==> config.mk <==
export PLATFORM = sky130hd
export DESIGN_NAME = qeciphy_link_test_ctrl
export DESIGN_NICKNAME = d
export VERILOG_FILES = /design/src/rtl/qeciphy_link_test_ctrl.sv
export SDC_FILE = /design/constraint.sdc
export NUM_CORES = 1
export LEC_CHECK = 0
export BUFFER_PORTS_ARGS = -buffer_cell sky130_fd_sc_hd__buf_2
export CAP_MARGIN = 5
export CORE_MARGIN = 1.5
export CORE_UTILIZATION = 35
export CTS_BUF_LIST = sky130_fd_sc_hd__clkbuf_16
export DETAILED_ROUTE_END_ITERATION = 10
export SYNTH_ARGS = -nofsm -noshare
export SYNTH_HDL_FRONTEND = slang
export SYNTH_SLANG_ARGS = --single-unit
==> constraint.sdc <==
create_clock -name ACLK -period 7.2 [get_ports ACLK]
set_clock_uncertainty 0.1 [all_clocks]
set_input_delay 0.36 -clock ACLK [delete_from_list [all_inputs] [get_ports ACLK]]
set_output_delay 0.36 -clock ACLK [all_outputs]
set_load 0.01 [all_outputs]
==> src/rtl/qeciphy_link_test_ctrl.sv <==
`default_nettype none
// ============================================================================
// qeciphy_link_test_ctrl: QECI-PHY link self-test sequencer (TX counter
// pattern, RX pattern check). Optional QECIPHY_LINK_TEST_ERR_CAPTURE_EN adds
// first-mismatch capture ports.                                      Rev 1.0
// ============================================================================
module qeciphy_link_test_ctrl #(
  parameter int         DATA_W         = 64,
  parameter logic [3:0] LINK_UP_CODE   = 4'b0100,
  parameter int         TIMEOUT_CYCLES = 2**24,
  parameter int         CNT_W          = 32
) (
  input  logic              ACLK,
  input  logic              rst_n,
  input  logic              start,
  input  logic              stop,
  input  logic [CNT_W-1:0]  num_words,
  input  logic [3:0]        status,
  input  logic [3:0]        ecode,
  output logic [DATA_W-1:0] tx_tdata,
  output logic              tx_tvalid,
  input  logic              tx_tready,
  input  logic [DATA_W-1:0] rx_tdata,
  input  logic              rx_tvalid,
  output logic              rx_tready,
  output logic              busy,
  output logic              done,
  output logic              pass,
  output logic [1:0]        fail_code,
  output logic [15:0]       err_count,
  output logic [CNT_W-1:0]  tx_count,
  output logic [CNT_W-1:0]  rx_count,
  output logic [2:0]        state_o
`ifdef QECIPHY_LINK_TEST_ERR_CAPTURE_EN
  ,
  output logic              first_err_valid,
  output logic [CNT_W-1:0]  first_err_index,
  output logic [DATA_W-1:0] first_err_exp,
  output logic [DATA_W-1:0] first_err_got
`endif
);

  localparam int              TMO_W    = (TIMEOUT_CYCLES > 2) ? $clog2(TIMEOUT_CYCLES) : 1;
  localparam logic [TMO_W-1:0] TMO_LAST = TMO_W'(TIMEOUT_CYCLES - 1);

  typedef enum logic [2:0] {
    IDLE      = 3'd0,
    WAIT_LINK = 3'd1,
    RUN       = 3'd2,
    DRAIN     = 3'd3,
    DONE      = 3'd4
  } state_t;

  state_t             state_q, state_d;
  logic [CNT_W-1:0]   nwords_q, nwords_d;
  logic [CNT_W-1:0]   tx_count_q, tx_count_d;
  logic [CNT_W-1:0]   rx_count_q, rx_count_d;
  logic [15:0]        err_count_q, err_count_d;
  logic [1:0]         fail_code_q, fail_code_d;
  logic               tx_tvalid_q, tx_tvalid_d;
  logic [TMO_W-1:0]   tmo_q, tmo_d;

  logic               link_ok;
  logic               tx_hs;
  logic               rx_take;
  logic               rx_bad;
  logic [CNT_W-1:0]   tx_inc;
  logic [DATA_W-1:0]  rx_exp;

`ifdef QECIPHY_LINK_TEST_ERR_CAPTURE_EN
  logic               fe_valid_q, fe_valid_d;
  logic [CNT_W-1:0]   fe_index_q, fe_index_d;
  logic [DATA_W-1:0]  fe_exp_q, fe_exp_d;
  logic [DATA_W-1:0]  fe_got_q, fe_got_d;
`endif

  assign link_ok = (status == LINK_UP_CODE) && (ecode == 4'd0);
  assign tx_hs   = tx_tvalid_q && tx_tready;
  assign tx_inc  = tx_count_q + CNT_W'(1);
  assign rx_exp  = DATA_W'(rx_count_q);
  // Beats past the programmed count are dropped so rx_count never wraps.
  assign rx_take = ((state_q == RUN) || (state_q == DRAIN)) && rx_tvalid &&
                   (rx_count_q != nwords_q);
  assign rx_bad  = rx_take && (rx_tdata != rx_exp);

  always_comb begin
    state_d     = state_q;
    nwords_d    = nwords_q;
    tx_count_d  = tx_count_q;
    rx_count_d  = rx_count_q;
    err_count_d = err_count_q;
    fail_code_d = fail_code_q;
    tx_tvalid_d = tx_tvalid_q;
    tmo_d       = tmo_q;
`ifdef QECIPHY_LINK_TEST_ERR_CAPTURE_EN
    fe_valid_d  = fe_valid_q;
    fe_index_d  = fe_index_q;
    fe_exp_d    = fe_exp_q;
    fe_got_d    = fe_got_q;
    if (rx_bad && !fe_valid_q) begin
      fe_valid_d = 1'b1;
      fe_index_d = rx_count_q;
      fe_exp_d   = rx_exp;
      fe_got_d   = rx_tdata;
    end
`endif

    if (tx_hs) tx_count_d = tx_inc;
    if (rx_take) begin
      rx_count_d = rx_count_q + CNT_W'(1);
      if (rx_bad && (err_count_q != 16'hFFFF)) err_count_d = err_count_q + 16'd1;
    end

    case (state_q)
      IDLE, DONE: begin
        if (start && !stop) begin
          state_d     = WAIT_LINK;
          nwords_d    = num_words;
          tx_count_d  = '0;
          rx_count_d  = '0;
          err_count_d = '0;
          fail_code_d = 2'd0;
          tmo_d       = '0;
`ifdef QECIPHY_LINK_TEST_ERR_CAPTURE_EN
          fe_valid_d  = 1'b0;
          fe_index_d  = '0;
          fe_exp_d    = '0;
          fe_got_d    = '0;
`endif
        end
      end
      WAIT_LINK: begin
        if (stop) begin
          state_d     = DONE;
          fail_code_d = 2'd3;
        end else if (tmo_q == TMO_LAST) begin
          state_d     = DONE;
          fail_code_d = 2'd1;
        end else if (link_ok) begin
          if (nwords_q == '0) begin
            state_d = DONE;
          end else begin
            state_d     = RUN;
            tx_tvalid_d = 1'b1;
          end
        end else begin
          tmo_d = tmo_q + TMO_W'(1);
        end
      end
      RUN: begin
        if (stop || !link_ok) begin
          state_d     = DONE;
          fail_code_d = stop ? 2'd3 : 2'd2;
          tx_tvalid_d = 1'b0;
        end else if (tx_hs && (tx_inc == nwords_q)) begin
          state_d     = DRAIN;
          tx_tvalid_d = 1'b0;
          tmo_d       = '0;
        end
      end
      DRAIN: begin
        if (stop || !link_ok) begin
          state_d     = DONE;
          fail_code_d = stop ? 2'd3 : 2'd2;
        end else if (!rx_tvalid && (tmo_q == TMO_LAST)) begin
          state_d     = DONE;
          fail_code_d = 2'd1;
        end else if (rx_count_q == nwords_q) begin
          state_d = DONE;
        end else begin
          tmo_d = rx_tvalid ? '0 : tmo_q + TMO_W'(1);
        end
      end
      default: begin
        state_d     = IDLE;
        tx_tvalid_d = 1'b0;
      end
    endcase
  end

  always_ff @(posedge ACLK or negedge rst_n) begin
    if (!rst_n) begin
      state_q     <= IDLE;
      nwords_q    <= '0;
      tx_count_q  <= '0;
      rx_count_q  <= '0;
      err_count_q <= '0;
      fail_code_q <= 2'd0;
      tx_tvalid_q <= 1'b0;
      tmo_q       <= '0;
`ifdef QECIPHY_LINK_TEST_ERR_CAPTURE_EN
      fe_valid_q  <= 1'b0;
      fe_index_q  <= '0;
      fe_exp_q    <= '0;
      fe_got_q    <= '0;
`endif
    end else begin
      state_q     <= state_d;
      nwords_q    <= nwords_d;
      tx_count_q  <= tx_count_d;
      rx_count_q  <= rx_count_d;
      err_count_q <= err_count_d;
      fail_code_q <= fail_code_d;
      tx_tvalid_q <= tx_tvalid_d;
      tmo_q       <= tmo_d;
`ifdef QECIPHY_LINK_TEST_ERR_CAPTURE_EN
      fe_valid_q  <= fe_valid_d;
      fe_index_q  <= fe_index_d;
      fe_exp_q    <= fe_exp_d;
      fe_got_q    <= fe_got_d;
`endif
    end
  end

  // tx_tdata follows the registered count, so it is stable while stalled.
  assign tx_tdata  = DATA_W'(tx_count_q);
  assign tx_tvalid = tx_tvalid_q;
  assign rx_tready = 1'b1;
  assign busy      = (state_q == WAIT_LINK) || (state_q == RUN) || (state_q == DRAIN);
  assign done      = (state_q == DONE);
  assign pass      = done && (fail_code_q == 2'd0) && (err_count_q == 16'd0);
  assign fail_code = fail_code_q;
  assign err_count = err_count_q;
  assign tx_count  = tx_count_q;
  assign rx_count  = rx_count_q;
  assign state_o   = state_q;

`ifdef QECIPHY_LINK_TEST_ERR_CAPTURE_EN
  assign first_err_valid = fe_valid_q;
  assign first_err_index = fe_index_q;
  assign first_err_exp   = fe_exp_q;
  assign first_err_got   = fe_got_q;
`endif

endmodule
`default_nettype wire
==> impl_metrics.yaml <==
finish:
  multiInputGateArea_mm2: 0.00516
  diodes: 0
  num-fill-cells: 2667
  area_growth_pct: 17.2
  final_core_util: 0.421
  seqCellArea_mm2: 0.00355
  final_layout_size_suffix_gt1_frac: 0.214
  layout.nets: 1403
placed_design:
  numPortBuffers: 230
  globalplace.congestion: 0.914
  hpwl_um: 22300
  pre_cts_slack_ns: 3.28
global_routing:
  grt.total_usage: 0.213
  use_met3: 0.0411
  grt_pass1_vias: 8123
  grt_pass1_wl_um: 46500
  grt_max_degree: 98
  busiest_layer: "met2"
  use_met2: 0.330
  grt_use_met1: 0.301
  antenna_found_initial: 2
  grt_overflow: 0
synth:
  synthAdderAreaFrac: 0.00665
  synth_top_area_cell: "dfrtp_1"
  syn-cell-area_mm2: 0.00941
  synth_top_family_by_area: "simple AND/OR/NAND/NOR gates"
  synth_area_leaders: "dfrtp_1 38%, xnor2_1 10%, nand2_1 6.9%, buf_4 5.2%, xor2_1 4.6%"
  synthTopCellsByCount: "172 x nand2_1, 142 x dfrtp_1, 112 x xnor2_1"
  synth_top_area_share: 0.377
  synth_xor_area_frac: 0.150
  yosys_warnings: 0
  synth_simple_gate_area_share: 0.277
  synth.area.mux_share: 0.0130
  ys_types: 58
  syn_area_per_cell_um2: 8.37
  postSynthCellCount: 1125
  synth_edf_count: 0
  dominantRegCellSynth: "dfrtp_1"
  yosysSeqAreaShare: 0.377
  synth_compound_area_frac: 0.0883
  async_flop_share: 1.00
  synth_most_common_cell: "nand2_1"
  ys_ff_latch: 142
cts:
  cts_htree_levels: 4
  post_cts_buffers: 0
  cts_root_buf: "clkbuf_16"
  tritoncts: "yes"
  clockBufferDepth: 2
  cts_buffers: 17
  clkLatencyLatePin_ns: 0.43
  cts.sinks: 142
  post_cts_resized: 0
  clk_pin_slew_ns: 0.07
floorplanning:
  ios: 264
  core_mm2: 0.0262
  row_count: 59
  fp.dieH_um: 167
  die_area_mm2: 0.0279
  die_x_um: 167
  initial_core_util: 0.359
power_and_ir_drop:
  total_power_w: 0.00255
  pwr-share-clk: 0.361
  peakVddDrop_v: 0.000151
  p_sw_w: 0.000839
  p_comb_frac: 0.226
  pwr-share-seq: 0.413
  internal_power_w: 0.00171
  sw_frac_of_total: 0.329
  powerDensity_mw_per_mm2: 231
  p_leak_nw: 5.22
timing:
  drv_slew: 0
  finalSetupTns_ns: 0
  fin_ws_ns: 3.27
  period_needed_ns: 3.93
  rsz0062_at_grt: "false"
  relSlewSlack: 0.295
  finalHoldViolCount: 0
  hold_ws_ns: 0.0200
  max_freq_mhz: 254
  post-route-period-util: 0.546
  tightest_slew_ns: 1.06
  setup_viol: 0
critical_path:
  crit_end: "tmo_q[1]$_DFFE_PN0P_"
  crit_chain: "nand3_1 -> or4_1 -> a211o_1 -> nor4_1 -> nand4_1 -> or4_1 -> a21o_1 -> inv_2 -> mux2i_1"
  start_kind: "register"
  crit_family: "simple AND/OR/NAND/NOR gates"
  cpPeakStageDelay_ns: 0.63
  crit_buf_inv: 1
  crit_type: "reg2reg"
  ff2ff_path_depth: 9
  worst-path-stages: 9
  arrival_ns: 4.19
  reg2reg_to: "tmo_q[1]$_DFFE_PN0P_"
  crit_path_end_kind: "register"
  cp-startpoint: "tx_count[2]$_DFF_PN0_"
  crit_path_max_fanout: 15
  reg2reg_slack_ns: 3.27
  r2r-start: "tx_count[2]$_DFF_PN0_"
  crit_top_cell: "or4_1"
  required_ns: 7.45
  cp_slowest_cell: "or4_1"
drt:
  wl_per_cell_um: 18.0
  drt_wl_total_um: 29400
  drt_pass1_iterations: 5
  drc: 0
  postRouteAntennaNets: 0
  drt-vias-per-instance: 5.29
  num_vias: 8649
  drtIter0Drc: 697
job:
  cap_violations: 0
min_path:
  hold_class: "in2reg"
run_status:
  status: "finished, final reports clean"
-- stage by stage --
stage / instance area (um^2) / cells
4_1_cts: 11000 / 1635
6_report: 11000 / 1635
2_1_floorplan: 9530 / 1156
5_1_grt: 11000 / 1635
3_3_place_gp: 10400 / 1603
3_5_place_dp: 10400 / 1603
-- cells by family after synthesis --
| logic type | count (synthesis) |
|---|---|
| buffers and inverters | 147 |
| xor gates and xnor gates | 161 |
| other | 2 |
| and+or+nand+nor | 532 |
| muxes | 12 |
| AOI/OAI and AO/OA | 124 |
| adders and majority gates | 5 |
| DFF | 142 |
-- worst reg2reg max path: stages (launching register included) --
cell,delay [ns]
dfrtp_1,0.52
nand3_1,0.45
or4_1,0.63
a211o_1,0.30
nor4_1,0.29
nand4_1,0.18
or4_1,0.50
a21o_1,0.40
inv_2,0.28
mux2i_1,0.20
-- how the worst min path moves through the flow --
stage	slack, ns	start	to	depth (start not counted)
after floorplan	-0.04	rst_n	err_count[0]$_DFF_PN0_	0
after global placement	0.35	rst_n	tx_count[13]$_DFF_PN0_	1
after detailed placement	0.36	rst_n	tx_count[13]$_DFF_PN0_	1
after CTS	0.01	num_words[15]	nwords_q[15]$_DFFE_PN0P_	3
after global routing	0.01	num_words[9]	nwords_q[9]$_DFFE_PN0P_	3
final	0.02	num_words[10]	nwords_q[10]$_DFFE_PN0P_	3
-- area by class of cell --
cell class | count | share of cell area
multi-input combinational | 867 | 0.467
sequential | 142 | 0.322
timing repair buffer | 238 | 0.111
clock buffer | 17 | 0.0385
tap | 335 | 0.0380
clock inverter | 14 | 0.0161
inverter | 22 | 0.00748
-- registers in the layout (all words and copies together) (netlist names) --
signal,count
fail_code,2
rx_count,32
state_o,3
err_count,16
nwords_q,32
tx_count,32
tmo_q,24
tx_tvalid,1
-- routing by layer --
metal	vias up	share of wire
met5	-	0.00092
met4	4	0.020
met3	37	0.052
li1	4135	-
met2	256	0.46
met1	4217	0.47
-- placed cells by master (no fill, tap or decap), drive strengths merged, types with 6 or more instances in the layout --
cell type  netlist  layout
and3            19      19
nor2            96      96
clkbuf          48      17
or3             18      18
nand2          172     172
nor4            44      44
o31ai           11      11
inv             22      26
xnor2          112     112
a21oi           28      28
a31oi            8       8
buf             77     237
xor2            49      49
a211o            6       6
nor3            38      38
and2             9       9
conb             2      33
nand2b           8       8
nor4b            6       6
and4             8       8
o21ai           27      27
nand3           45      45
a21o            10      10
nand4           53      53
mux2i           10      10
dfrtp          142     142
-- repair_timing --
item                       4_1_cts  5_1_grt
setup endpoints to repair        0        0
hold endpoints to repair        79        0
hold buffers                     1        0
-- power groups by stage --
stage               combinational, W  sequential, W  clock, W
CTS                         0.000584        0.00105  0.000934
finish                      0.000578        0.00105  0.000921
global placement            0.000580        0.00106         0
floorplan                   0.000438        0.00100         0
detailed placement          0.000581        0.00107         0
global route                0.000650        0.00107  0.000964
Power figures use the tool's default switching activity.
